### src/rtl/arcade_input_pkg.sv
// Shared definitions for the arcade input mapper.
// Holds the keymap entry layout helpers, the scanner state enum,
// the PS/2 event bit positions and the captured key event type.
// A keymap entry is packed as
//   {valid, ext_any, scancode[8:0], player[PW-1:0], button[BW-1:0]}
// with button in the least significant bits.
package arcade_input_pkg;

  localparam int PS2_TOGGLE  = 10;
  localparam int PS2_PRESSED = 9;
  localparam int SCANCODE_W  = 9;

  typedef enum logic {
    IDLE,
    SCAN
  } scan_state_t;

  typedef struct packed {
    logic                  pressed;
    logic [SCANCODE_W-1:0] code;
  } key_event_t;

  // A single player still needs one bit so the player field never vanishes.
  function automatic int player_w(input int num_players);
    return (num_players > 1) ? $clog2(num_players) : 1;
  endfunction

  function automatic int button_w(input int num_btns);
    return $clog2(num_btns);
  endfunction

  function automatic int entry_w(input int pw, input int bw);
    return 2 + SCANCODE_W + pw + bw;
  endfunction

  function automatic int code_lsb(input int pw, input int bw);
    return pw + bw;
  endfunction

  function automatic int ext_bit(input int pw, input int bw);
    return pw + bw + SCANCODE_W;
  endfunction

  function automatic int valid_bit(input int pw, input int bw);
    return pw + bw + SCANCODE_W + 1;
  endfunction

endpackage

### src/rtl/input_pulse_stretch.sv
// Minimum-width stretcher for one coin line.
// A rising edge of the merged coin level (level high, registered copy low)
// loads the counter with COIN_PULSE; the counter then runs down to zero.
// active is high while the counter is non-zero and is ORed by the parent
// with its registered coin level, so a one-cycle pulse is held for exactly
// COIN_PULSE cycles. A new edge while counting reloads the full width.
// Ports:
//   clk_sys     system clock
//   reset_n     synchronous active-low reset, clears the counter
//   level       merged coin level (combinational, pre-register)
//   level_prev  registered copy of the same level held by the parent
//   active      counter non-zero
module input_pulse_stretch #(
  parameter logic [15:0] COIN_PULSE = 16'd4800
) (
  input  logic clk_sys,
  input  logic reset_n,
  input  logic level,
  input  logic level_prev,
  output logic active
);

  logic [15:0] count;

  always_ff @(posedge clk_sys) begin
    if (!reset_n) begin
      count <= '0;
    end else if (level && !level_prev) begin
      count <= COIN_PULSE;
    end else if (count != '0) begin
      count <= count - 16'd1;
    end
  end

  assign active = (count != '0);

endmodule

### src/rtl/arcade_input_mapper.sv
// Keyboard/joystick merge stage between hps_io and an arcade core.
// Each PS/2 key event (bit 10 toggles per event) is matched against every
// entry of a runtime-loadable keymap, one entry per cycle, and the matching
// buttons are set or released in a per-player held-button vector. That
// vector is ORed with the joystick inputs, registered, and each player's
// coin button is stretched to a minimum width.
// Ports:
//   clk_sys     system clock
//   reset_n     synchronous active-low reset (keymap contents survive it)
//   ps2_key     {toggle, pressed, scancode[8:0]} key event from hps_io
//   joy_in      joystick vectors, player 0 in the LSBs
//   map_wr      keymap write strobe
//   map_addr    keymap entry index
//   map_data    {valid, ext_any, scancode[8:0], player, button}
//   keys_clear  one-cycle pulse releasing all keyboard-held buttons
//   btn_out     registered merged, coin-stretched button vectors
//   busy        keymap scan in progress
//   overflow    sticky flag: a key event was dropped
module arcade_input_mapper
  import arcade_input_pkg::*;
#(
  parameter int          NUM_PLAYERS = 2,
  parameter int          NUM_BTNS    = 16,
  parameter int          MAP_DEPTH   = 32,
  parameter int          COIN_IDX    = 10,
  parameter logic [15:0] COIN_PULSE  = 16'd4800,
  localparam int         PW          = player_w(NUM_PLAYERS),
  localparam int         BW          = button_w(NUM_BTNS),
  localparam int         AW          = $clog2(MAP_DEPTH),
  localparam int         ENTRY_W     = entry_w(PW, BW),
  localparam int         VW          = NUM_PLAYERS * NUM_BTNS
) (
  input  logic               clk_sys,
  input  logic               reset_n,
  input  logic [10:0]        ps2_key,
  input  logic [VW-1:0]      joy_in,
  input  logic               map_wr,
  input  logic [AW-1:0]      map_addr,
  input  logic [ENTRY_W-1:0] map_data,
  input  logic               keys_clear,
  output logic [VW-1:0]      btn_out,
  output logic               busy,
  output logic               overflow
);

  localparam int          CODE_LSB  = code_lsb(PW, BW);
  localparam int          EXT_BIT   = ext_bit(PW, BW);
  localparam int          VALID_BIT = valid_bit(PW, BW);
  localparam logic [AW-1:0] LAST_IDX = AW'(MAP_DEPTH - 1);

  // Keymap storage is deliberately left out of reset so a core's mapping
  // survives a core reset. Power-up contents come from the FPGA
  // configuration (all zero, i.e. every entry invalid).
  logic [ENTRY_W-1:0] keymap [MAP_DEPTH];

  scan_state_t state, state_next;
  logic [AW-1:0] idx, idx_next;
  key_event_t    cur_evt, cur_evt_next;
  key_event_t    pend_evt, pend_evt_next;
  logic          pend_valid, pend_valid_next;
  logic          overflow_q, overflow_next;

  logic          toggle_q;
  logic          event_seen;
  key_event_t    new_evt;

  logic [ENTRY_W-1:0]    entry;
  logic [SCANCODE_W-1:0] ent_code;
  logic [PW-1:0]         ent_player;
  logic [BW-1:0]         ent_button;
  logic                  hit;

  logic [VW-1:0]          key_state, key_next;
  logic [VW-1:0]          merged, merged_q;
  logic [NUM_PLAYERS-1:0] coin_active;

  assign event_seen = ps2_key[PS2_TOGGLE] ^ toggle_q;
  assign new_evt    = {ps2_key[PS2_PRESSED], ps2_key[SCANCODE_W-1:0]};

  // The reset value of the toggle tracker is the live toggle bit, which is
  // exactly what the normal path loads, so no reset branch is needed.
  always_ff @(posedge clk_sys) begin
    toggle_q <= ps2_key[PS2_TOGGLE];
  end

  // Writes land on the next edge; a scan reading the same entry this cycle
  // therefore still sees the previous contents.
  always_ff @(posedge clk_sys) begin
    if (map_wr) begin
      keymap[map_addr] <= map_data;
    end
  end

  assign entry      = keymap[idx];
  assign ent_code   = entry[CODE_LSB +: SCANCODE_W];
  assign ent_player = entry[BW +: PW];
  assign ent_button = entry[BW-1:0];

  // ext_any lets one entry cover both the plain and the E0-prefixed code.
  assign hit = (state == SCAN) && entry[VALID_BIT] &&
               (ent_code[7:0] == cur_evt.code[7:0]) &&
               (entry[EXT_BIT] || (ent_code[8] == cur_evt.code[8]));

  always_ff @(posedge clk_sys) begin
    if (!reset_n) begin
      state      <= IDLE;
      idx        <= '0;
      cur_evt    <= '0;
      pend_evt   <= '0;
      pend_valid <= 1'b0;
      overflow_q <= 1'b0;
    end else begin
      state      <= state_next;
      idx        <= idx_next;
      cur_evt    <= cur_evt_next;
      pend_evt   <= pend_evt_next;
      pend_valid <= pend_valid_next;
      overflow_q <= overflow_next;
    end
  end

  // The pending slot is always drained before a fresh event, so event order
  // is preserved; a fresh event arriving while the slot drains refills it.
  always_comb begin
    state_next      = state;
    idx_next        = idx;
    cur_evt_next    = cur_evt;
    pend_evt_next   = pend_evt;
    pend_valid_next = pend_valid;
    overflow_next   = overflow_q;
    case (state)
      IDLE: begin
        if (pend_valid) begin
          cur_evt_next = pend_evt;
          idx_next     = '0;
          state_next   = SCAN;
          if (event_seen) begin
            pend_evt_next = new_evt;
          end else begin
            pend_valid_next = 1'b0;
          end
        end else if (event_seen) begin
          cur_evt_next = new_evt;
          idx_next     = '0;
          state_next   = SCAN;
        end
      end
      SCAN: begin
        idx_next = idx + AW'(1);
        if (idx == LAST_IDX) begin
          state_next = IDLE;
        end
        if (event_seen) begin
          if (pend_valid) begin
            overflow_next = 1'b1;
          end else begin
            pend_evt_next   = new_evt;
            pend_valid_next = 1'b1;
          end
        end
      end
      default: begin
        state_next = IDLE;
      end
    endcase
  end

  // Player or button fields beyond the configured counts match no loop
  // iteration and are thereby ignored.
  always_comb begin
    key_next = key_state;
    for (int p = 0; p < NUM_PLAYERS; p++) begin
      for (int b = 0; b < NUM_BTNS; b++) begin
        if (hit && (ent_player == p[PW-1:0]) && (ent_button == b[BW-1:0])) begin
          key_next[p*NUM_BTNS + b] = cur_evt.pressed;
        end
      end
    end
  end

  always_ff @(posedge clk_sys) begin
    if (!reset_n || keys_clear) begin
      key_state <= '0;
    end else begin
      key_state <= key_next;
    end
  end

  assign merged = key_state | joy_in;

  // Loading joy_in on reset keeps btn_out equal to the joysticks during and
  // right after reset, and avoids a false coin edge on release.
  always_ff @(posedge clk_sys) begin
    if (!reset_n) begin
      merged_q <= joy_in;
    end else begin
      merged_q <= merged;
    end
  end

  for (genvar gp = 0; gp < NUM_PLAYERS; gp++) begin : g_coin
    input_pulse_stretch #(
      .COIN_PULSE(COIN_PULSE)
    ) u_stretch (
      .clk_sys   (clk_sys),
      .reset_n   (reset_n),
      .level     (merged[gp*NUM_BTNS + COIN_IDX]),
      .level_prev(merged_q[gp*NUM_BTNS + COIN_IDX]),
      .active    (coin_active[gp])
    );
  end

  always_comb begin
    btn_out = merged_q;
    for (int p = 0; p < NUM_PLAYERS; p++) begin
      btn_out[p*NUM_BTNS + COIN_IDX] = merged_q[p*NUM_BTNS + COIN_IDX] | coin_active[p];
    end
  end

  assign busy     = (state == SCAN);
  assign overflow = overflow_q;

endmodule

### config.mk
export PLATFORM = sky130hd
export DESIGN_NAME = arcade_input_mapper
export DESIGN_NICKNAME = d
export VERILOG_FILES = /design/src/rtl/arcade_input_pkg.sv /design/src/rtl/input_pulse_stretch.sv /design/src/rtl/arcade_input_mapper.sv
export SDC_FILE = /design/constraint.sdc
export NUM_CORES = 1
export LEC_CHECK = 0
export CAP_MARGIN = 20
export CORE_MARGIN = 1.5
export CORE_UTILIZATION = 44
export CTS_CLUSTER_DIAMETER = 30
export DETAILED_ROUTE_END_ITERATION = 7
export PLACE_DENSITY_LB_ADDON = 0.08
export SLEW_MARGIN = 0
export SYNTH_ARGS = -nofsm -noshare
export SYNTH_HDL_FRONTEND = slang
export SYNTH_HIERARCHICAL = 1
export SYNTH_SLANG_ARGS = --single-unit
### constraint.sdc
create_clock -name clk_sys -period 11.11 [get_ports clk_sys]
set_input_delay 2.222 -clock clk_sys [delete_from_list [all_inputs] [get_ports clk_sys]]
set_output_delay 2.222 -clock clk_sys [all_outputs]
set_load 0.03 [all_outputs]
* Yosys cells after proc, flatten, opt, wreduce, memory -nomap -nowiden
Memories as Yosys holds them, arrays and structs flattened. A register that Yosys moved wholly into a read port is not among the register bits. Cells that the tools add are included.
Storage, ports and cells: register bits 125, logic and storage cells 160, input bits 68, output and inout bits 34, RAM bits 512, memories kept 1
Cells by class: $add $sub $neg 3, muxes and demuxes 25, bitwise gates (word level) 7, eq/ne operators 23, reduce and logical (&&, ||, !) cells 55
Memories:
- keymap | depth 32, bits a word 16, rd ports 1, clocked after Yosys merged registers in 1, wr ports 1, RTL line arcade_input_mapper.sv:54 | logic [ENTRY_W-1:0] keymap [MAP_DEPTH];
Operators with widths (number):
- $mux 13 | 4
- $mux 10 | 5
- $logic_and 1x1->1 | 39
- $eq 4x4->1 const B | 8
- $mux 32 | 1
- $or 32x32->32 | 1
- $reduce_bool 16->1 | 2
- $sub 16x1->16 const B | 2
- $mux 5 | 4
- $pmux 10 s2 | 1
- $eq 4x3->1 const B | 4
- $pmux 5 s2 | 1
- $eq 4x2->1 const B | 2
- $eq 8x8->1 | 1
- $mux 1 | 7
- $ne 2x2->1 const B | 3
- $reduce_bool 2->1 | 3
- $add 5x1->5 const B | 1
- $eq 5x5->1 const B | 1
- $eq 4x1->1 const B | 1
- $logic_not 4->1 | 1
- $pmux 1 s2 | 2
- $reduce_and 4->1 | 1
- $reduce_or 2->1 | 2
- other kinds (10) | 16

* Longest topological paths before layout
depth after elaboration 6, gate-level depth with buffers 15, mapped depth without buffers 8

* Modules after synthesis
Netlist, hierarchy kept.
Modules (own cells, without submodules):
- arcade_input_mapper | times used 1, area an instance 23979.2 um^2, sequential area each 17336.6 um^2, cells an instance 1280
- input_pulse_stretch | times used 2, area an instance 862.1 um^2, sequential area each 320.3 um^2, cells an instance 104

* Least setup slack after synthesis
Ideal clock, no wire load.
path type reg-to-output, from register g_coin[0].u_stretch.count[0], to output btn_out[10], arrival time 1.810 ns, stages on the path, launching flop included 8, buffers on the path 1, path slack 7.078 ns, data required time 8.888 ns, path through dfxtp_1 -> inv_1 -> ha_1 -> nor4b_1 -> and4_1 -> buf_1 -> inv_2 -> or2_2
Between the ends: cells in the longest elaborated chain, start to end 2
RTL lines:
- start: declaration | RTL line input_pulse_stretch.sv:23 | logic [15:0] count;
- start signal: assignment | RTL line input_pulse_stretch.sv:31 | count <= count - 16'd1;
- $reduce_bool 16->1 | RTL line input_pulse_stretch.sv:35 | assign active = (count != '0);
- named net coin_active[0] | RTL line arcade_input_mapper.sv:75 | logic [NUM_PLAYERS-1:0] coin_active;
- $or 1x1->1 | RTL line arcade_input_mapper.sv:216 | btn_out[p*NUM_BTNS + COIN_IDX] = merged_q[p*NUM_BTNS + COIN_IDX] | coin_active[p];
- end: declaration | RTL line arcade_input_mapper.sv:41 | output logic [VW-1:0] btn_out,
The timed path passes the listed nets, and every way through them passes these cells.

* Final worst setup path
from register g_coin[1].u_stretch.count[0], to output btn_out[26]
Between the ends: cells in the longest elaborated chain, start to end 2
RTL lines (RTL line):
- start: declaration | input_pulse_stretch.sv:23
- start signal: assignment | input_pulse_stretch.sv:31
- $reduce_bool 16->1 | input_pulse_stretch.sv:35
- named net coin_active[1] | arcade_input_mapper.sv:75
- $or 1x1->1 | arcade_input_mapper.sv:216
The timed path passes the listed nets, and every way through them passes these cells.

==> impl_metrics.py <==
metrics = {
    "run_status": {
        "status": "complete, no violations",
    },
    "critical_path": {
        "cp_cell_sequence": "inv_1 > ha_1 > nor4b_1 > and4_1 > inv_2 > or2_2 > clkdlybuf4s50_1",
        "critPathTopFamily": "simple AND/OR/NAND/NOR gates",
        "r2r_slack_ns": 5.66,
        "rr_worst_depth": 9,
        "r2r-end": "key_state[18]",
        "slowest_delay_ns": 0.60,
        "path_max_fanout": 14,
        "critPathBufInv": 3,
        "cp.required_ns": 8.89,
        "path_class": "reg -> out",
        "crit_path_top_delay_cell": "clkdlybuf4s50_1",
        "cp-start-kind": "register",
        "end_kind": "output pin",
        "arrival_ns": 3.23,
    },
    "logic_synthesis": {
        "netlist_area_um2": 25700,
        "synth-seq-cells": 642,
        "ys_top_cells_by_area": "edfxtp_1 60%, mux4_2 12%, dfxtp_1 10%",
        "synth-seq-area-share": 0.6994,
        "synthArstFlopShare": 0,
        "syn_avg_cell_area_um2": 17.27,
        "synthFlopType": "edfxtp_1",
        "synthCells": 1488,
        "yosys.area.top_type": "edfxtp_1",
        "yosys.area.top_type_share": 0.5982,
        "syn-num-nets": 1562,
        "synthDistinctLibCells": 59,
        "yosys_warnings": 6,
        "synth_edf_count": 512,
    },
    "drt": {
        "vias_per_cell": 5.583,
        "final_antenna_net_count": 0,
        "routed_wl_um": 62200,
        "vias": 14200,
        "firstDrtPassIters": 5,
        "drtIter0Drc": 1187,
        "wl_per_cell_um": 24.46,
        "drc": 0,
    },
    "cts": {
        "cts_made_buffers": 136,
        "cts_tree": "built",
        "htree_levels": 4,
        "worstSkewPairLatency_ns": 0.69,
        "ctsHoldBuffers": 0,
        "clk_pin_slew_ns": 0.05,
        "postCtsResizedCells": 0,
        "root_buffer": "clkbuf_16",
        "cts.sinks": 642,
        "cts_setup_buffers": 0,
        "cts_buffer_depth": 3,
    },
    "sta": {
        "worst_pin_slew_ns": 1.084,
        "fmaxAchievable_ghz": 0.1835,
        "rsz0062_at_grt": "false",
        "finalMaxSlewViolations": 0,
        "worst_clock_skew_ns": 0.02713,
        "finalSetupTns_ns": 0,
        "finalHoldViolations": 0,
        "setup_viol": 0,
        "period_minus_slack_ns": 5.449,
        "max_slew_margin": 0.2758,
        "period_share": 0.4904,
    },
    "finish": {
        "most-common-layout-cells": "512 x edfxtp_1, 143 x clkbuf_16, 134 x mux4_2, 126 x dfxtp_1, 100 x clkdlybuf4s50_1",
        "final_common_cell": "edfxtp_1",
        "final_nets": 1744,
        "syn2layout_area_growth_pct": 25.80,
        "num_antenna_cells": 0,
        "drive_above_1_share": 0.2784,
    },
    "power": {
        "total_power_w": 0.007440,
        "cellLeakagePower_nw": 10.75,
        "intPower_w": 0.005721,
        "pwr-share-clk": 0.538,
        "switching_share": 0.2310,
        "power_switching_w": 0.001719,
        "ir_drop_mv": 0.2004,
        "p_per_area_nw_per_um2": 230.1,
        "combPwrFrac": 0.089,
        "pwr-share-seq": 0.373,
    },
    "placed_design": {
        "hpwl_um": 36230,
        "portBuffers": 101,
        "place_congestion": 0.7735,
    },
    "grt": {
        "grt_max_degree": 68,
        "grt_use_total": 0.2134,
        "antenna_found_initial": 0,
        "grt_pass1_wl_um": 92810,
        "grt.overflow.total": 0,
        "grt_pass1_vias": 14740,
    },
    "die": {
        "die_h_um": 244.7,
        "core_um2": 57700,
        "io-pin-count": 102,
        "core.rowCount": 88,
        "die-area_um2": 59880,
        "die_x_um": 244.7,
        "initial_utilization": 0.4455,
    },
    "worst_hold_path": {
        "whs_path_depth": 1,
        "min_from": "key_state[15]",
        "min_to": "merged_q[15]",
        "hold_path_class": "reg -> reg",
    },
    "job": {
        "maxCapViolCount": 0,
    },
}
[area by class of cell]
cell class	instances	area (µm²)
Multi-Input combinational cell	728	7184
Inverter	12	45.04
Sequential cell	642	17990
Tap cell	765	957.2
Clock buffer	159	3666
Timing Repair Buffer	150	1546
Fill cell	4475	25360
Clock inverter	87	945.9
[registers in the layout (all words and copies together) (netlist names), named ones only]
register,cells
overflow,1
key_state,32
keymap,512
g_coin.u_stretch/count,32
pend_evt,10
idx,5
pend_valid,1
cur_evt,10
toggle_q,1
merged_q,32
busy,1
[cell families (layout without fill, tap and decap cells)]
family	count (synthesis)	in the layout	share of synthesized area
DFF	642	642	0.6994
and+or+nand+nor	347	347	0.07832
muxes	217	217	0.1503
AOI/OAI and AO/OA	150	150	0.04079
buffers and inverters	118	408	0.02556
xor gates and xnor gates	8	8	0.002726
adders and majority gates	6	6	0.002921
[per-stage QoR]
step,util,hold slack (ns),instances,worst slack [ns],area [µm²]
floorplan,-,0.4257,1488,7.078,25700
global placement,0.4760,0.4424,2285,5.545,27460
detailed placement,0.4760,0.4425,2285,5.536,27460
CTS,0.5559,0.4518,2531,5.492,32070
global route,0.5604,0.4677,2543,5.271,32330
finish,0.5604,0.4467,2543,5.661,32330
[how the worst max path moves through the flow]
| stage | startpoint | endpoint | slack [ns] | cells past startpoint |
|---|---|---|---|---|
| floorplan | g_coin[0].u_stretch/count[0] | btn_out[10] | 7.08 | 7 |
| global placement | register | key_state[19] | 5.54 | 9 |
| detailed placement | register | key_state[18] | 5.54 | 9 |
| CTS | register | key_state[18] | 5.49 | 9 |
| global route | register | key_state[19] | 5.27 | 9 |
| finish | g_coin[1].u_stretch/count[0] | btn_out[26] | 5.66 | 7 |
[per-layer routing]
metal  part of all wire  up-vias  track usage
li1                   -     6326            -
met1               0.45     7372       0.2942
met2               0.48      424       0.3372
met3              0.062       75      0.04898
met4              0.015        0      0.06772
met5                  0        -            0
[worst register-to-register path: stages, from the launching register on]
cell      delay [ns]
dfxtp_4         0.71
buf_4           0.83
mux4_2          0.66
mux4_2          0.53
mux2i_1         0.27
xnor2_1         0.12
a2111o_1        0.38
or4_2           1.09
nor4b_1         0.56
mux2i_1         0.22
[power groups by stage]
stage          combinational, W  clock (W)  sequential (W)
2_1_floorplan          0.000482          0         0.00278
3_3_place_gp           0.000636          0         0.00281
3_5_place_dp           0.000651          0         0.00281
4_1_cts                0.000656    0.00406         0.00277
5_1_grt                0.000736    0.00418         0.00278
6_report               0.000663    0.00400         0.00277
[synthesized netlist by cell type (7+ instances only)]
cell,number
o211a_1,10
nor2b_1,23
or4_1,22
o31ai_1,22
or2_2,10
inv_1,10
mux2i_1,72
nor3_1,13
nor2_1,69
edfxtp_1,512
buf_1,7
nand3_1,17
nand2b_1,10
a31oi_1,7
o21ai_0,20
nor4_2,20
nand3b_1,8
buf_4,37
buf_2,22
mux4_2,134
or3_1,11
nor4b_2,10
clkbuf_1,33
mux2_2,11
nand4_1,7
a21o_1,32
a21oi_1,23
dfxtp_1,130
nand2_1,99
(Power assumes the default switching activity.)
